File: src/rtl/dmem_copy_pkg.sv
// rtl/dmem_copy_pkg.sv - shared state encoding and default widths for the data-memory copy engine
package dmem_copy_pkg;

  localparam int DEF_DATA_W = 32;
  localparam int DEF_ADDR_W = 32;
  localparam int DEF_LEN_W  = 6;

  typedef enum logic [1:0] {
    ST_IDLE  = 2'd0,
    ST_READ  = 2'd1,
    ST_WRITE = 2'd2,
    ST_DONE  = 2'd3
  } state_e;

endpackage

File: src/rtl/dmem_copy_addr_gen.sv
// rtl/dmem_copy_addr_gen.sv - copy direction decision, source/destination pointers and remaining-word counter
module dmem_copy_addr_gen #(
  parameter int ADDR_W = 32,
  parameter int LEN_W  = 6
) (
  input  logic              clock,
  input  logic              reset_n,
  input  logic              load,
  input  logic              step,
  input  logic [ADDR_W-1:0] src_addr,
  input  logic [ADDR_W-1:0] dst_addr,
  input  logic [LEN_W-1:0]  length,
  output logic [ADDR_W-1:0] src_ptr,
  output logic [ADDR_W-1:0] dst_ptr,
  output logic [LEN_W-1:0]  remaining,
  output logic              last
);

  logic [ADDR_W-1:0] src_ptr_q, src_ptr_d;
  logic [ADDR_W-1:0] dst_ptr_q, dst_ptr_d;
  logic [LEN_W-1:0]  remaining_q, remaining_d;
  logic              desc_q, desc_d;

  logic [ADDR_W-1:0] len_a;
  logic [ADDR_W-1:0] len_m1;
  logic [ADDR_W:0]   src_ext, dst_ext, src_end;
  logic              desc_load;

  // Overlap test is done one bit wider so src+length never wraps; a destination
  // strictly inside the source window must be copied from the top down.
  always_comb begin
    len_a     = {{(ADDR_W-LEN_W){1'b0}}, length};
    len_m1    = len_a - ADDR_W'(1);
    src_ext   = {1'b0, src_addr};
    dst_ext   = {1'b0, dst_addr};
    src_end   = src_ext + {1'b0, len_a};
    desc_load = (dst_ext > src_ext) && (dst_ext < src_end);
  end

  // Load pointers on start accept, step them once per committed write.
  always_comb begin
    src_ptr_d   = src_ptr_q;
    dst_ptr_d   = dst_ptr_q;
    remaining_d = remaining_q;
    desc_d      = desc_q;
    if (load) begin
      desc_d      = desc_load;
      src_ptr_d   = desc_load ? (src_addr + len_m1) : src_addr;
      dst_ptr_d   = desc_load ? (dst_addr + len_m1) : dst_addr;
      remaining_d = length;
    end else if (step) begin
      src_ptr_d   = desc_q ? (src_ptr_q - ADDR_W'(1)) : (src_ptr_q + ADDR_W'(1));
      dst_ptr_d   = desc_q ? (dst_ptr_q - ADDR_W'(1)) : (dst_ptr_q + ADDR_W'(1));
      remaining_d = remaining_q - LEN_W'(1);
    end
  end

  // Pointer and counter registers.
  always_ff @(posedge clock or negedge reset_n) begin
    if (!reset_n) begin
      src_ptr_q   <= '0;
      dst_ptr_q   <= '0;
      remaining_q <= '0;
      desc_q      <= 1'b0;
    end else begin
      src_ptr_q   <= src_ptr_d;
      dst_ptr_q   <= dst_ptr_d;
      remaining_q <= remaining_d;
      desc_q      <= desc_d;
    end
  end

  assign src_ptr   = src_ptr_q;
  assign dst_ptr   = dst_ptr_q;
  assign remaining = remaining_q;
  assign last      = (remaining_q == LEN_W'(1));

endmodule

File: src/rtl/dmem_copy_engine.sv
// rtl/dmem_copy_engine.sv - word copy engine on the data-memory port; optional checksum via DMEM_COPY_CHECKSUM_EN
module dmem_copy_engine
  import dmem_copy_pkg::*;
#(
  parameter int DATA_W = DEF_DATA_W,
  parameter int ADDR_W = DEF_ADDR_W,
  parameter int LEN_W  = DEF_LEN_W
) (
  input  logic              clock,
  input  logic              reset_n,
  input  logic              start,
  input  logic              abort,
  input  logic [ADDR_W-1:0] src_addr,
  input  logic [ADDR_W-1:0] dst_addr,
  input  logic [LEN_W-1:0]  length,
  output logic              busy,
  output logic              done,
  output logic [LEN_W-1:0]  words_done,
  output logic [ADDR_W-1:0] mem_addr,
  output logic [DATA_W-1:0] mem_wdata,
  output logic              mem_write,
  input  logic [DATA_W-1:0] mem_rdata
`ifdef DMEM_COPY_CHECKSUM_EN
  ,
  output logic [DATA_W-1:0] checksum
`endif
);

  state_e            state_q, state_d;
  logic [DATA_W-1:0] hold_q, hold_d;
  logic [LEN_W-1:0]  words_done_q, words_done_d;

  logic              load, step, last;
  logic [ADDR_W-1:0] src_ptr, dst_ptr;
  logic [LEN_W-1:0]  remaining;

  assign load = (state_q == ST_IDLE) && start;
  assign step = (state_q == ST_WRITE);

  dmem_copy_addr_gen #(
    .ADDR_W (ADDR_W),
    .LEN_W  (LEN_W)
  ) u_addr_gen (
    .clock     (clock),
    .reset_n   (reset_n),
    .load      (load),
    .step      (step),
    .src_addr  (src_addr),
    .dst_addr  (dst_addr),
    .length    (length),
    .src_ptr   (src_ptr),
    .dst_ptr   (dst_ptr),
    .remaining (remaining),
    .last      (last)
  );

  // Next state and memory-port drive; the port is decoded from registered state
  // only, so mem_write falls the moment reset forces IDLE.
  always_comb begin
    state_d      = state_q;
    hold_d       = hold_q;
    words_done_d = words_done_q;
    busy         = 1'b0;
    done         = 1'b0;
    mem_write    = 1'b0;
    mem_addr     = '0;
    mem_wdata    = '0;
    case (state_q)
      ST_IDLE: begin
        if (start) begin
          words_done_d = '0;
          state_d      = (length != '0) ? ST_READ : ST_DONE;
        end
      end
      ST_READ: begin
        busy     = 1'b1;
        mem_addr = src_ptr;
        hold_d   = mem_rdata;
        state_d  = abort ? ST_IDLE : ST_WRITE;
      end
      ST_WRITE: begin
        busy         = 1'b1;
        mem_addr     = dst_ptr;
        mem_wdata    = hold_q;
        mem_write    = 1'b1;
        words_done_d = words_done_q + LEN_W'(1);
        if (abort)     state_d = ST_IDLE;
        else if (last) state_d = ST_DONE;
        else           state_d = ST_READ;
      end
      ST_DONE: begin
        done    = 1'b1;
        state_d = ST_IDLE;
      end
      default: state_d = ST_IDLE;
    endcase
  end

  // FSM state, read-hold register and completed-word counter.
  always_ff @(posedge clock or negedge reset_n) begin
    if (!reset_n) begin
      state_q      <= ST_IDLE;
      hold_q       <= '0;
      words_done_q <= '0;
    end else begin
      state_q      <= state_d;
      hold_q       <= hold_d;
      words_done_q <= words_done_d;
    end
  end

  assign words_done = words_done_q;

`ifdef DMEM_COPY_CHECKSUM_EN
  logic [DATA_W-1:0] checksum_q, checksum_d;

  // Running modular sum of every word read; restarts when a transfer is accepted.
  always_comb begin
    checksum_d = checksum_q;
    if (load)                       checksum_d = '0;
    else if (state_q == ST_READ)    checksum_d = checksum_q + mem_rdata;
  end

  // Checksum register.
  always_ff @(posedge clock or negedge reset_n) begin
    if (!reset_n) checksum_q <= '0;
    else          checksum_q <= checksum_d;
  end

  assign checksum = checksum_q;
`endif

endmodule

File: config.mk
export PLATFORM = sky130hd
export DESIGN_NAME = dmem_copy_engine
export DESIGN_NICKNAME = d
export VERILOG_FILES = /design/src/rtl/dmem_copy_pkg.sv /design/src/rtl/dmem_copy_addr_gen.sv /design/src/rtl/dmem_copy_engine.sv
export SDC_FILE = /design/constraint.sdc
export NUM_CORES = 1
export LEC_CHECK = 0
export ABC_AREA = 1
export BUFFER_PORTS_ARGS = -buffer_cell sky130_fd_sc_hd__buf_4
export CORE_AREA = 8 8 181 183
export CTS_BUF_LIST = sky130_fd_sc_hd__clkbuf_8
export CTS_CLUSTER_SIZE = 12
export DETAILED_ROUTE_END_ITERATION = 7
export DIE_AREA = 0 0 189 191
export PLACE_DENSITY = 0.78
export SLEW_MARGIN = 20
export SYNTH_ARGS = -nofsm -noshare
export SYNTH_HDL_FRONTEND = slang
export SYNTH_SLANG_ARGS = --single-unit
File: constraint.sdc
create_clock -name clock -period 3.2 [get_ports clock]
set_input_delay 0.8 -clock clock [delete_from_list [all_inputs] [get_ports clock]]
set_output_delay 0.8 -clock clock [all_outputs]
set_load 0.03 [all_outputs]
======== Word-level counts from Yosys, hierarchy flattened ========
Index checks and enable logic that the tools add are counted.
word-level totals
  register bits ........................... 111
  output and inout bits ................... 73
cells by class
  add/subtract/negate cells ............... 10
  magnitude comparators ................... 2
  eq/ne operators ......................... 5
  muxes and demuxes ....................... 23
  reduce and logical (&&, ||, !) cells .... 8
operators by type and width
  kind                                                 count
  two-way mux 32 bit                                   9
  adder 32 x 1 -> 32 bit (second input constant)       2
  adder 32 bit                                         2
  one-hot mux 32 bit (2 select lines)                  1
  subtractor 32 x 1 -> 32 bit (second input constant)  2
  adder 32 x 6 -> 33 bit                               1
  < comparator 32 x 33 -> 1 bit                        1
  greater-than comparator 32 bit                       1
  two-way mux 6 bit                                    3
  one-hot mux 6 bit (2 select lines)                   1
  two-way mux 2 bit                                    5
  one-hot mux 2 bit (4 select lines)                   1
  subtractor 6 x 1 -> 7 bit (second input constant)    1
  adder 6 x 1 -> 6 bit (second input constant)         1
  == test 6 x 1 -> 1 bit (second input constant)       1
  nonzero test 6 bit                                   1
  subtractor 6 x 1 -> 6 bit (second input constant)    1
  == test 2 bit (second input constant)                2
  nonzero test 2 bit                                   2
  two-way mux 1 bit                                    3
  == test 2 x 1 -> 1 bit (second input constant)       1
  logical AND 1 bit                                    2
  zero test 2 bit                                      1
  != test 2 bit (second input constant)                1
  2 further kinds                                      2

======== Longest topological paths before layout ========
Gate-level depths: netlist of run 1.
  word-level depth ........................ 5
  depth in mapped cells ................... 32
  mapped depth without buffers ............ 31

======== Modules after synthesis ========
A second synthesis of run 1 with hierarchy kept.
unflattened totals
  cells, all modules ...................... 2,660
  area, all modules ....................... 16,188.0 um^2
by module, submodules not included
  module              instances  cells each  area each (um^2)  sequential area each (um^2)
  dmem_copy_addr_gen  1          2,276       13,704.4          1,776.7
  dmem_copy_engine    1          384         2,483.6           1,001.0

======== Least setup slack after synthesis of run 1 ========
Ideal clock, no wire load.
  kind .................................... input -> register
  from .................................... input src_addr[0]
  to ...................................... register u_addr_gen.src_ptr_q[23] (netlist: u_addr_gen.src_ptr[23])
  setup time .............................. 0.117 ns
  arrival ................................. 4.028 ns
  slack ................................... -0.946 ns
  stages .................................. 29
  buffers on the path ..................... 1
  cells stage by stage .................... ha_1 > inv_1 > fa_1 > inv_1 > nand3_1 > nand2_1 > nand2_1 > nand2_2 > inv_2 > nor4_4 > nand2_1 > nor2_2 > nand2_1 > nor2_2 > nand3_1 > nor3_1 > nor2_1 > ha_1 > nand2_1 > nor2_1 > a211oi_1 > nand2_1 > nand2_2 > nand3_4 > clkinv_2 > buf_6 > nand2_1 > nand3_1 > nand2_1
between the ends
  word-level cells in the longest chain between the ends .. 5
  elaborated cells between the ends (all ways) .. 7
ends and longest elaborated chain
  element                        line                      RTL
  start, declared                dmem_copy_engine.sv:13    input logic [ADDR_W-1:0] src_addr,
  adder 32 x 6 -> 33 bit         dmem_copy_addr_gen.sv:36  src_end = src_ext + {1'b0, len_a};
  < comparator 32 x 33 -> 1 bit  dmem_copy_addr_gen.sv:37  desc_load = (dst_ext > src_ext) && (dst_ext < src_end);
  logical AND 1 bit              dmem_copy_addr_gen.sv:37
  two-way mux 32 bit *           dmem_copy_addr_gen.sv:48  src_ptr_d = desc_load ? (src_addr + len_m1) : src_addr;
  two-way mux 32 bit *           dmem_copy_addr_gen.sv:46  if (load) begin
  end signal, assigned           dmem_copy_addr_gen.sv:66  src_ptr_q <= src_ptr_d;
  end, declared                  dmem_copy_addr_gen.sv:19  logic [ADDR_W-1:0] src_ptr_q, src_ptr_d;
Every way passes the cells marked *; elsewhere a longest branch is shown, timed or not.
A chain may end at the register's enable or synchronous reset.

======== Final worst setup path of run 1 ========
  from .................................... input length[0]
  to ...................................... register u_addr_gen.src_ptr_q[13] (netlist: u_addr_gen.src_ptr[13])
between the ends
  word-level cells in the longest chain between the ends .. 5
  elaborated cells between the ends (all ways) .. 7
ends and longest elaborated chain
  element                        line                      RTL
  start, declared                dmem_copy_engine.sv:15    input logic [LEN_W-1:0] length,
  adder 32 x 6 -> 33 bit         dmem_copy_addr_gen.sv:36
  < comparator 32 x 33 -> 1 bit  dmem_copy_addr_gen.sv:37
  logical AND 1 bit              dmem_copy_addr_gen.sv:37
  two-way mux 32 bit *           dmem_copy_addr_gen.sv:48
  two-way mux 32 bit *           dmem_copy_addr_gen.sv:46
Marks and branches as above.

==> impl_metrics.csv, run 1 <==
group,metric,value,unit
run,drv_cap,0,
timing,period_share,129.6,%
timing,max_slew_margin,52.40,%
detailed_routing,firstDrtPassIters,6,
die,die_w,189,um
die,die_h,191,um
global_route,grt_max_degree,49,
die,ios,179,
global_route,grt_first_pass_wirelength,102000,um
timing,fin_crit,4.149,ns
logic_synthesis,netlist_area,0.01611,mm^2
detailed_routing,drc_errors,0,
clock_network,cts_tree,"yes",
die,dieArea,0.03610,mm^2
die,start_util,53.65,%
place,gp_congestion,1.027,
logic_synthesis,syn-instance-count,2605,
timing,setup_viol,65,
clock_network,clkSlewWorstSetupHoldPaths,0.13,ns
timing,hold_viol_final,0,
detailed_routing,ant_nets,0,
clock_network,cts_hold_buffers,0,
clock_network,numCtsBuffers,9,
critical_path,crit_arrival,4.44,ns
layout,final_util,70.83,%
critical_path,worstPathRequired,3.50,ns
die,placeableCoreArea,0.03003,mm^2
detailed_routing,drt_iter0_drc,2132,
global_route,grt_use_total,35.27,%
global_route,antenna_found_initial,1,
logic_synthesis,yosysSeqAreaShare,17.24,%
logic_synthesis,ys_warn_count,0,
timing,rsz0062_at_grt,"yes",
logic_synthesis,ys.flop_type,"dfrtp_1",
logic_synthesis,synth-seq-cells,111,
detailed_routing,vias,20210,
critical_path,critPathLaunchType,"input pin",
layout,final_cell_mix,"728 x nand2_1, 519 x buf_4, 295 x inv_1",
timing,tightest_slew,0.7129,ns
critical_path,rr_endpoint,"u_addr_gen.src_ptr[29]$_DFFE_PN0P_",
pwr,peakVddDrop,0.5200,mV
timing,fmax,0.2410,GHz
min_path,hp-class,"in2async",
run_status,violations,"negative setup slack",
timing,whs,0.3974,ns
layout,fin_area,0.02127,mm^2
critical_path,r2r-start,"u_addr_gen.desc_q$_DFFE_PN0P_",
detailed_routing,viasPerCell,5.775,
place,portBuffers,178,
critical_path,crit_type,"in2reg",
run_status,status,"finished, violations left",
critical_path,end_kind,"flip-flop",
critical_path,rrSetupSlack,0.14,ns
global_route,grt_pass1_vias,19320,
critical_path,path_delay_family,"simple AND/OR/NAND/NOR gates",
layout,drive_gt1_share,21.92,%
clock_network,clockBufferDepth,2,
timing,setup_ws,-0.9487,ns
place,place_inst,3464,
timing,skew,0.01878,ns
logic_synthesis,synth_nets,2915,
critical_path,cpPeakStageDelay,0.34,ns
global_route,grt_overflow,0,
pwr,report.power.total,15.97,mW
clock_network,clkSinkCount,111,
timing,fin_setup_tns,-56.90,ns
timing,slew_violations,0,
layout,num-nets-final,3407,
logic_synthesis,postSynth.asyncResetShare,100.0,%
critical_path,crit_fanout,5,
layout,final_cells,3499,
clock_network,htreeDepth,3,
place,placed_area,0.02045,mm^2
detailed_routing,wl_per_cell,18.91,um
place,preCtsSetupSlack,-1.494,ns
critical_path,path_buf_inv,8,
place,hpwlAfterDp,53750,um
critical_path,reg2reg_depth,13,
clock_network,clock_latency,0.41,ns
die,row_count,64,
logic_synthesis,syn_area_per_cell,6.184,um^2
layout,area_delta_synth_final,32.01,%
logic_synthesis,yosysUniqueCellTypes,48,
critical_path,cpMaxStageDelayCell,"fa_2",
layout,layout_commonest_cell,"nand2_1",
pwr,powerDensity,751.0,mW/mm^2
clock_network,root_buffer,"clkbuf_8",
logic_synthesis,synth_edf_count,0,
detailed_routing,finalWirelength,66170,um
pwr,p_leak,11.35,nW
-- final cells by class --
cell class | instances | area (um^2)
Tap cell | 396 | 495.5
Clock inverter | 7 | 82.58
Antenna cell | 1 | 2.502
Multi-Input combinational cell | 2125 | 12320
Sequential cell | 111 | 2779
Inverter | 307 | 1169
Timing Repair Buffer | 541 | 4270
Clock buffer | 9 | 123.9
Timing Repair inverter | 2 | 22.52
Fill cell | 2678 | 8761
-- how the worst max path moves through the flow --
stage	start	to	slack, ns	cells after the start
2_1_floorplan	src_addr[0]	u_addr_gen.src_ptr[23]$_DFFE_PN0P_	-0.82	28
3_3_place_gp	src_addr[0]	u_addr_gen.dst_ptr[22]$_DFFE_PN0P_	-1.35	34
3_5_place_dp	src_addr[0]	u_addr_gen.dst_ptr[12]$_DFFE_PN0P_	-1.49	32
4_1_cts	length[0]	u_addr_gen.src_ptr[13]$_DFFE_PN0P_	-0.86	31
5_1_grt	length[0]	u_addr_gen.src_ptr[13]$_DFFE_PN0P_	-1.16	31
6_report	length[0]	u_addr_gen.src_ptr[13]$_DFFE_PN0P_	-0.95	31
-- report_power, final --
group	leakage [nW]	switching (mW)	total [mW]	internal [mW]
combinational	9.91	7.89	12.2	4.30
sequential	1.34	0.774	2.87	2.10
clock	0.107	0.598	0.916	0.318
-- kinds of logic after synthesis --
| family | count (synthesis) | synth area share [%] |
|---|---|---|
| and+or+nand+nor | 1316 | 34.97 |
| adders and majority gates | 204 | 16.08 |
| xor gates and xnor gates | 108 | 5.871 |
| DFF | 111 | 17.24 |
| buffers and inverters | 370 | 8.908 |
| AOI/OAI and AO/OA | 496 | 16.93 |
-- flip-flops by register name, summed over array words and instances (netlist names) --
register / count
hold_q: 32
state_q: 2
u_addr_gen.dst_ptr: 32
u_addr_gen.remaining: 6
u_addr_gen.desc_q: 1
words_done: 6
u_addr_gen.src_ptr: 32
-- synth_stat cells (12+ instances only) --
| cell | n | share of area, % |
|---|---|---|
| nor2_1 | 213 | 5.0 |
| o21ai_1 | 18 | 0.56 |
| xnor2_1 | 40 | 2.2 |
| nor3_1 | 43 | 1.3 |
| a21o_1 | 19 | 0.89 |
| a21oi_1 | 242 | 7.5 |
| o21bai_1 | 14 | 0.65 |
| o21ai_0 | 151 | 4.7 |
| nand3b_1 | 22 | 1.0 |
| dfrtp_1 | 111 | 17 |
| ha_1 | 199 | 15 |
| nor4_1 | 12 | 0.47 |
| xor2_1 | 68 | 3.7 |
| inv_1 | 297 | 6.9 |
| clkbuf_1 | 35 | 0.82 |
| nand4_1 | 45 | 1.7 |
| nand2_1 | 745 | 17 |
| buf_1 | 13 | 0.30 |
| nand3_1 | 203 | 6.3 |
-- repair_timing --
item / in CTS / in global routing
buffers inserted: 7 / 5
resized for setup: 43 / 44
pin swaps: 9 / 17
gates cloned: 4 / 2
setup endpoints to repair: 65 / 65
-- routing by layer --
layer / routed length (um) / track usage [%] / part of all wire [%]
met1: 26800 / 45.89 / 40
met2: 29120 / 57.06 / 44
met3: 6966 / 5.728 / 11
met4: 3288 / 15.69 / 5.0
met5: 0 / 0 / 0
Note: power is estimated with default switching activity, not from simulation.
==> inputs of run 2 (changes only) <==
==> constraint.sdc (replaced) <==
create_clock -name clock -period 3.2 [get_ports clock]
set_input_delay 0.32 -clock clock [delete_from_list [all_inputs] [get_ports clock]]
set_output_delay 0.32 -clock clock [all_outputs]
set_load 0.03 [all_outputs]
==> impl_metrics.csv, run 2 (synthesis gave the netlist of run 1 again) <==
group,metric,value,unit
run_status,status,"finished, violations left",
run_status,violations,"negative setup slack",
timing,fin_crit,3.795,ns
timing,rsz0062_at_grt,"yes",
die,ios,179,
detailed_routing,firstDrtPassIters,7,
timing,setup_viol,65,
min_path,hp-class,"in2reg",
pwr,p_comb_share,76.6,%
critical_path,crit_start,"src_addr[0]",
place,place_inst,3393,
die,placeableCoreArea,0.03003,mm^2
pwr,power_frac_seq,17.9,%
timing,skew,0.01703,ns
clock_network,clock_latency,0.41,ns
pwr,report.power.total,15.93,mW
timing,fmax,0.2635,GHz
detailed_routing,wl_met3,6852,um
clock_network,htreeDepth,3,
pwr,peakVddDrop,0.4746,mV
timing,setup_ws,-0.5954,ns
die,die_h,191,um
layout,fin_area,0.02079,mm^2
timing,fin_setup_tns,-33.09,ns
critical_path,critPathLaunchType,"input pin",
pwr,powerDensity,765.9,mW/mm^2
timing,whs,0.1090,ns
detailed_routing,wl_met1,26950,um
pwr,p_int,6.667,mW
detailed_routing,drt_iter0_drc,2263,
clock_network,clockBufferDepth,2,
run,drv_cap,0,
timing,max_slew_margin,51.11,%
critical_path,r2r-start,"u_addr_gen.src_ptr[0]$_DFFE_PN0P_",
timing,hold_viol_final,0,
layout,layout_commonest_cell,"nand2_1",
timing,tightest_slew,0.7257,ns
layout,final_util,69.25,%
clock_network,cts_tree,"yes",
die,die_w,189,um
place,portBuffers,178,
detailed_routing,ant_nets,0,
global_route,grt_max_degree,94,
pwr,netSwitchingPower,9.261,mW
die,dieArea,0.03610,mm^2
layout,final_cell_mix,"732 x nand2_1, 450 x buf_4, 295 x inv_1",
die,start_util,53.65,%
critical_path,crit_fanout,7,
place,hpwlAfterDp,52970,um
pwr,p_clk_share,5.5,%
layout,final_cells,3439,
detailed_routing,viasPerCell,5.862,
pwr,switching_share,58.14,%
timing,period_share,118.6,%
critical_path,worstPathRequired,3.54,ns
clock_network,clkSlewWorstSetupHoldPaths,0.12,ns
place,placed_area,0.01995,mm^2
global_route,grt_use_total,35.39,%
layout,area_delta_synth_final,29.08,%
clock_network,clkSinkCount,111,
critical_path,end_kind,"flip-flop",
timing,slew_violations,0,
global_route,grt_first_pass_wirelength,102400,um
clock_network,numCtsBuffers,9,
detailed_routing,drc_errors,0,
clock_network,root_buffer,"clkbuf_8",
die,row_count,64,
layout,num-nets-final,3347,
place,preCtsSetupSlack,-1.077,ns
place,gp_congestion,1.053,
layout,drive_gt1_share,19.99,%
detailed_routing,wl_per_cell,19.35,um
global_route,grt_overflow,0,
global_route,antenna_found_initial,3,
pwr,p_leak,11.05,nW
critical_path,cpPeakStageDelay,0.34,ns
min_path,min_from,"mem_rdata[2]",
detailed_routing,vias,20160,
critical_path,crit_type,"in2reg",
global_route,grt_pass1_vias,19280,
critical_path,crit_arrival,4.14,ns
detailed_routing,wl_met2,29060,um
detailed_routing,dr.max_layer_used,"met5",
critical_path,cpMaxStageDelayCell,"fa_2",
detailed_routing,finalWirelength,66530,um
[run 2: timing repair]
item	CTS	global route
gates cloned	6	3
pin swaps	20	9
resized for setup	53	23
hold buffers	1	0
setup endpoints to repair	65	65
setup buffers	13	7
endpoints found under the hold margin	44	0
[run 2: final cells by class]
cell class,count,area [um^2]
repair inverters,2,20.02
inverters,307,1166
clock buffers,10,137.6
flip-flops and latches,111,2779
fillers,2701,9234
repair buffers,479,3895
well taps,396,495.5
clock inverters,6,55.05
diodes,1,2.502
multi-input cells,2127,12240
[run 2: metal layers]
layer  vias to the layer above  track usage, %
met5                         -               0
met4                         4           17.62
met3                       207           6.366
li1                       9560               -
met1                      9223           45.53
met2                      1164           56.54
[run 2: worst max-delay path, delay by kind of cell]
| family | cells | cell delay, ns |
|---|---|---|
| compound gates | 2 | 0.31 |
| fa+ha+maj | 3 | 0.78 |
| buf+inv | 8 | 0.83 |
| simple gates | 17 | 1.74 |
| xor+xnor | 1 | 0.17 |
[run 2: final timing paths]
kind / endpoint / slack, ns / depth (start not counted)
worst max-delay path: u_addr_gen.src_ptr[16]$_DFFE_PN0P_ / -0.60 / 31
worst min-delay path: hold_q[2]$_DFFE_PN0N_ / 0.11 / 3
worst max register to register: u_addr_gen.src_ptr[24]$_DFFE_PN0P_ / 0.10 / 12
worst min register to register: hold_q[25]$_DFFE_PN0N_ / 0.48 / 2
max in group asynchronous: hold_q[25]$_DFFE_PN0N_ / 1.94 / 3
min in group asynchronous: u_addr_gen.remaining[3]$_DFFE_PN0P_ / 0.48 / 2
[run 2: power groups by stage]
stage	Clock [mW]	Sequential, mW	Combinational (mW)
2_1_floorplan	0	2.59	8.00
3_5_place_dp	0	2.82	11.5
6_report	0.883	2.85	12.2
4_1_cts	0.879	2.79	11.8
3_3_place_gp	0	2.79	11.3
5_1_grt	0.926	2.89	13.4
